[src/rtl/jk_pkg.sv]
// Shared JK flip-flop encodings and the excitation helper used by JK-based counters.
// Encodings are written as {J, K}.
package jk_pkg;

    localparam logic [1:0] JK_HOLD = 2'b00;
    localparam logic [1:0] JK_RST  = 2'b01;
    localparam logic [1:0] JK_SET  = 2'b10;
    localparam logic [1:0] JK_TOG  = 2'b11;

    // Counting only ever toggles or holds, so a changing bit always gets the toggle pair.
    function automatic logic [1:0] jk_excite(input logic cur, input logic nxt);
        if (cur != nxt) begin
            return JK_TOG;
        end
        return JK_HOLD;
    endfunction

endpackage

[src/rtl/jk_stage.sv]
// Single-bit rising-edge JK flip-flop with asynchronous active-high reset.
module jk_stage
    import jk_pkg::*;
(
    input  logic clk,
    input  logic rst,
    input  logic j,
    input  logic k,
    output logic q,
    output logic qbar
);

    logic q_q;
    logic q_d;

    always_comb begin
        q_d = q_q;
        case ({j, k})
            JK_HOLD: q_d = q_q;
            JK_RST:  q_d = 1'b0;
            JK_SET:  q_d = 1'b1;
            JK_TOG:  q_d = ~q_q;
            default: q_d = q_q;
        endcase
    end

    always_ff @(posedge clk or posedge rst) begin
        if (rst) begin
            q_q <= 1'b0;
        end else begin
            q_q <= q_d;
        end
    end

    assign q    = q_q;
    assign qbar = ~q_q;

endmodule

[src/rtl/jk_sync_counter.sv]
// Modulo-MOD up/down counter whose state lives in WIDTH JK stages; this block only
// computes the J/K excitation, terminal count and the registered wrap pulse.
module jk_sync_counter
    import jk_pkg::*;
#(
    parameter int unsigned WIDTH = 4,
    parameter int unsigned MOD   = 10
) (
    input  logic             clk,
    input  logic             rst,
    input  logic             en,
    input  logic             up,
    input  logic             load,
    input  logic [WIDTH-1:0] din,
    output logic [WIDTH-1:0] q,
    output logic [WIDTH-1:0] qbar,
    output logic [WIDTH-1:0] j_x,
    output logic [WIDTH-1:0] k_x,
    output logic             tc,
    output logic             wrap
);

    if (WIDTH < 2 || WIDTH > 16) begin : g_bad_width
        $error("jk_sync_counter: WIDTH must be in 2..16");
    end
    if (MOD < 2 || MOD > (32'd1 << WIDTH)) begin : g_bad_mod
        $error("jk_sync_counter: MOD must be in 2..2**WIDTH");
    end

    localparam logic [WIDTH-1:0] MaxVal = WIDTH'(MOD - 1);

    logic [31:0]      q_ext;
    logic             at_top;
    logic             at_zero;
    logic             out_rng;
    logic             wrap_cond;
    logic [WIDTH-1:0] nxt;
    logic             wrap_q;
    logic             wrap_d;

    // Compare in 32 bits so MOD = 2**WIDTH never aliases onto a WIDTH-bit value.
    assign q_ext   = 32'(q);
    assign at_top  = (q_ext >= (MOD - 1));
    assign out_rng = (q_ext >= MOD);
    assign at_zero = (q == '0);

    always_comb begin
        nxt       = q;
        wrap_cond = 1'b0;
        if (up) begin
            wrap_cond = at_top;
            nxt       = at_top ? '0 : q + 1'b1;
        end else begin
            wrap_cond = at_zero | out_rng;
            nxt       = (at_zero | out_rng) ? MaxVal : q - 1'b1;
        end
    end

    always_comb begin
        j_x = '0;
        k_x = '0;
        tc  = 1'b0;
        if (load) begin
            j_x = din;
            k_x = ~din;
        end else if (en) begin
            tc = wrap_cond;
            for (int i = 0; i < int'(WIDTH); i++) begin
                {j_x[i], k_x[i]} = jk_excite(q[i], nxt[i]);
            end
        end
    end

    for (genvar gi = 0; gi < int'(WIDTH); gi++) begin : g_stage
        jk_stage u_stage (
            .clk  (clk),
            .rst  (rst),
            .j    (j_x[gi]),
            .k    (k_x[gi]),
            .q    (q[gi]),
            .qbar (qbar[gi])
        );
    end

    assign wrap_d = tc;

    always_ff @(posedge clk or posedge rst) begin
        if (rst) begin
            wrap_q <= 1'b0;
        end else begin
            wrap_q <= wrap_d;
        end
    end

    assign wrap = wrap_q;

endmodule

[config.mk]
export PLATFORM = sky130hd
export DESIGN_NAME = jk_sync_counter
export DESIGN_NICKNAME = d
export VERILOG_FILES = /design/src/rtl/jk_pkg.sv /design/src/rtl/jk_stage.sv /design/src/rtl/jk_sync_counter.sv
export SDC_FILE = /design/constraint.sdc
export NUM_CORES = 1
export LEC_CHECK = 0
export BUFFER_PORTS_ARGS = -buffer_cell sky130_fd_sc_hd__buf_2
export CAP_MARGIN = 15
export CORE_MARGIN = 2
export CORE_UTILIZATION = 25
export DETAILED_ROUTE_END_ITERATION = 7
export GPL_TIMING_DRIVEN = 0
export PLACE_DENSITY = 0.53
export SLEW_MARGIN = 20
export SYNTH_ARGS = -nofsm -noshare
export SYNTH_HDL_FRONTEND = slang
export SYNTH_SLANG_ARGS = --single-unit
[constraint.sdc]
create_clock -name clk -period 3 [get_ports clk]
set_input_delay 0.6 -clock clk [delete_from_list [all_inputs] [get_ports clk]]
set_output_delay 0.6 -clock clk [all_outputs]
set_load 0.02 [all_outputs]
==> results.yml <==
timing:
  layout_min_cycle_time_ns: 2.87
  fmax_mhz: 348
  fin_worst_skew_ns: 0.00566
  slew_violations: 0
  setup_violations: 0
  worst_pin_slew_ns: 0.414
  slew_headroom_pct: 72.4
  hold_viol: 0
  rsz0062_at_grt: "yes"
  final.setup.tns_ns: 0
  fin_crit_sh_pct: 95.8
  hold_slack_ns: 0.245
global_route:
  grt_usage_pct: 10.9
  grt_pass1_vias: 635
  grt_pass1_wl_mm: 2.90
  grt_max_degree: 11
  grt-ovfl-total: 0
  antenna_found_initial: 0
critical_path:
  crit_type: "flip-flop to output port"
  endpoint: "j_x[2]"
  crit_fanout: 10
  reg2reg_slack_ns: 0.98
  worstPathArrival_ns: 2.27
  critPathLaunch: "g_stage[1].u_stage.q"
  r2r_start: "g_stage[1].u_stage.q"
  worstPathRequired_ns: 2.40
  r2r-end: "g_stage[3].u_stage.q"
  cp-start-kind: "flip-flop"
  worstSetupEndpointType: "output port"
  reg2reg_depth: 6
job:
  cap_violations: 0
place:
  hpwl_mm: 1.38
  io_buffers: 24
  place.gp.congestion: 0.843
synth:
  yosys-top-cells-area: "dfrtp_1, buf_4, ha_1, a21oi_1, o21ai_0"
  synthesis.nets: 108
  synthArstFlopShare_pct: 100
  seq_area_frac_synth_pct: 17.8
  ys_ff_latch: 5
  yosys_warnings: 0
  synth_common_cells: "buf_4, a21oi_1, inv_1, nand2_1, o21ai_0"
  yosysTopAreaCell: "dfrtp_1"
  post-synth-top-count-cell: "buf_4"
  ys_types: 36
  netlist_area_sq_um: 703
  synth-edff-count: 0
  netlist_instances: 95
  avgSynthCellArea_sq_um: 7.40
  synth-main-ff-cell: "dfrtp_1"
  synth_top_area_share_pct: 17.8
layout:
  drive_gt1_share_pct: 40.7
  fin_nets: 137
  fillers: 319
  num_antenna_cells: 0
  syn_to_final_growth_pct: 26.7
route:
  drt_iter0_markers: 17
  routed_wl_mm: 1.79
  ant_nets: 0
  wl_per_cell_um: 11.6
  firstDrtPassIters: 4
  vias: 735
  drc: 0
  via_per_inst: 4.77
die:
  initial_core_util_pct: 25.9
  die-width_um: 57.0
  fp.dieArea_sq_um: 3250
  row_count: 19
  die_h_um: 57.0
  pin_count: 27
  core-area_sq_um: 2710
clocking:
  clock-sinks: 5
  numCtsBuffers: 3
  clockBufferDepth: 2
  cts-root-buf: "clkbuf_4"
  clk_pin_slew_ns: 0.05
  cts_tree: "yes"
  postCtsSetupBuffers: 0
  insertion_delay_ns: 0.25
  htree_levels: 1
worst_hold_path:
  min_path_type: "input pin to async pin"
power_and_ir_drop:
  p_leak_uw: 0.000445
  ir_drop_mv: 0.308
  power.density_nw_per_um2: 471
outcome:
  outcome: "completed"
[final cells by class]
class / count / area (sq um) / share of cell area [%]
plain buffers: 21 / 149 / 16.7
clock buffers: 4 / 26.3 / 2.95
inverters: 7 / 26.3 / 2.95
multi-input cells: 62 / 403 / 45.2
flip-flops and latches: 5 / 128 / 14.3
well taps: 31 / 38.8 / 4.35
repair buffers: 24 / 120 / 13.5
[worst max-delay path: stages, from the launching register on]
cell and delay, ns:
dfrtp_2 0.48, inv_2 0.14, ha_1 0.18, or3b_1 0.40
a21oi_1 0.25, o21ai_0 0.14, o21ai_0 0.18, buf_4 0.12
buf_2 0.14
[timing repair]
action | CTS | global route
pin swaps | 0 | 0
hold buffers | 0 | 0
gates resized for setup | 1 | 3
endpoints found under the setup margin | 5 | 8
[worst min path at each step]
stage               startpoint                    to  slack [ns]  cells after the start
finish                     rst                  wrap        0.24                      2
detailed placement         rst  g_stage[3].u_stage.q        0.50                      2
global route               rst                  wrap        0.26                      2
CTS                        rst  g_stage[3].u_stage.q        0.24                      2
floorplan                  rst  g_stage[0].u_stage.q        0.38                      1
global placement           rst  g_stage[3].u_stage.q        0.49                      2
[power by group]
part | internal, uW | leakage, uW | switching [uW] | total, uW
Clock | 50.5 | 0.0000150 | 31.2 | 81.7
Combinational | 109 | 0.000373 | 136 | 246
Sequential | 78.2 | 0.0000579 | 13.9 | 92.1
Total | 238 | 0.000445 | 181 | 419
[layout by cell type, fill, tap and decap left out, types with 2 or more instances in the layout]
master      n
buf_2      26
buf_4      16
a21oi_1     7
nand2_1     6
o21ai_0     6
nor2_1      5
nand3_1     5
inv_1       4
ha_1        4
clkbuf_1    3
clkbuf_4    3
dfrtp_1     3
or3b_1      2
nor2b_1     2
a311oi_1    2
o31ai_1     2
o2111ai_1   2
inv_2       2
o21ai_1     2
dfrtp_2     2
[logic make-up after synthesis]
logic type | after synthesis | synth area share (%)
AO/OA/AOI/OAI | 30 | 27.9
adder cells (fa/ha/maj) | 4 | 7.12
buffers and inverters | 28 | 24.9
flip-flops | 5 | 17.8
multiplexers | 1 | 1.42
AND/OR/NAND/NOR | 27 | 20.8
[flip-flops by register name, summed over array words and instances (netlist names)]
| name | cells |
|---|---|
| g_stage.u_stage.q | 4 |
| wrap | 1 |
[metrics by stage]
stage | power, uW | cells | util, % | setup WS (ns) | area (sq um)
2_1_floorplan | 278 | 95 | - | 0.610 | 703
6_report | 419 | 154 | 32.9 | 0.127 | 891
5_1_grt | 451 | 154 | 32.9 | -0.0298 | 891
3_3_place_gp | 337 | 150 | 31.8 | 0.243 | 862
4_1_cts | 418 | 154 | 32.8 | 0.0537 | 890
3_5_place_dp | 337 | 150 | 31.8 | 0.258 | 862
[layer usage]
layer	routed length (um)	up-vias	part of all wire, %	GRT usage [%]
li1	-	384	-	-
met1	863	327	48	15.9
met2	832	24	46	17.4
met3	95	0	5.3	2.27
met4	0	0	0	0.997
met5	0	-	0	0
Note: power is estimated with default switching activity, not from simulation.
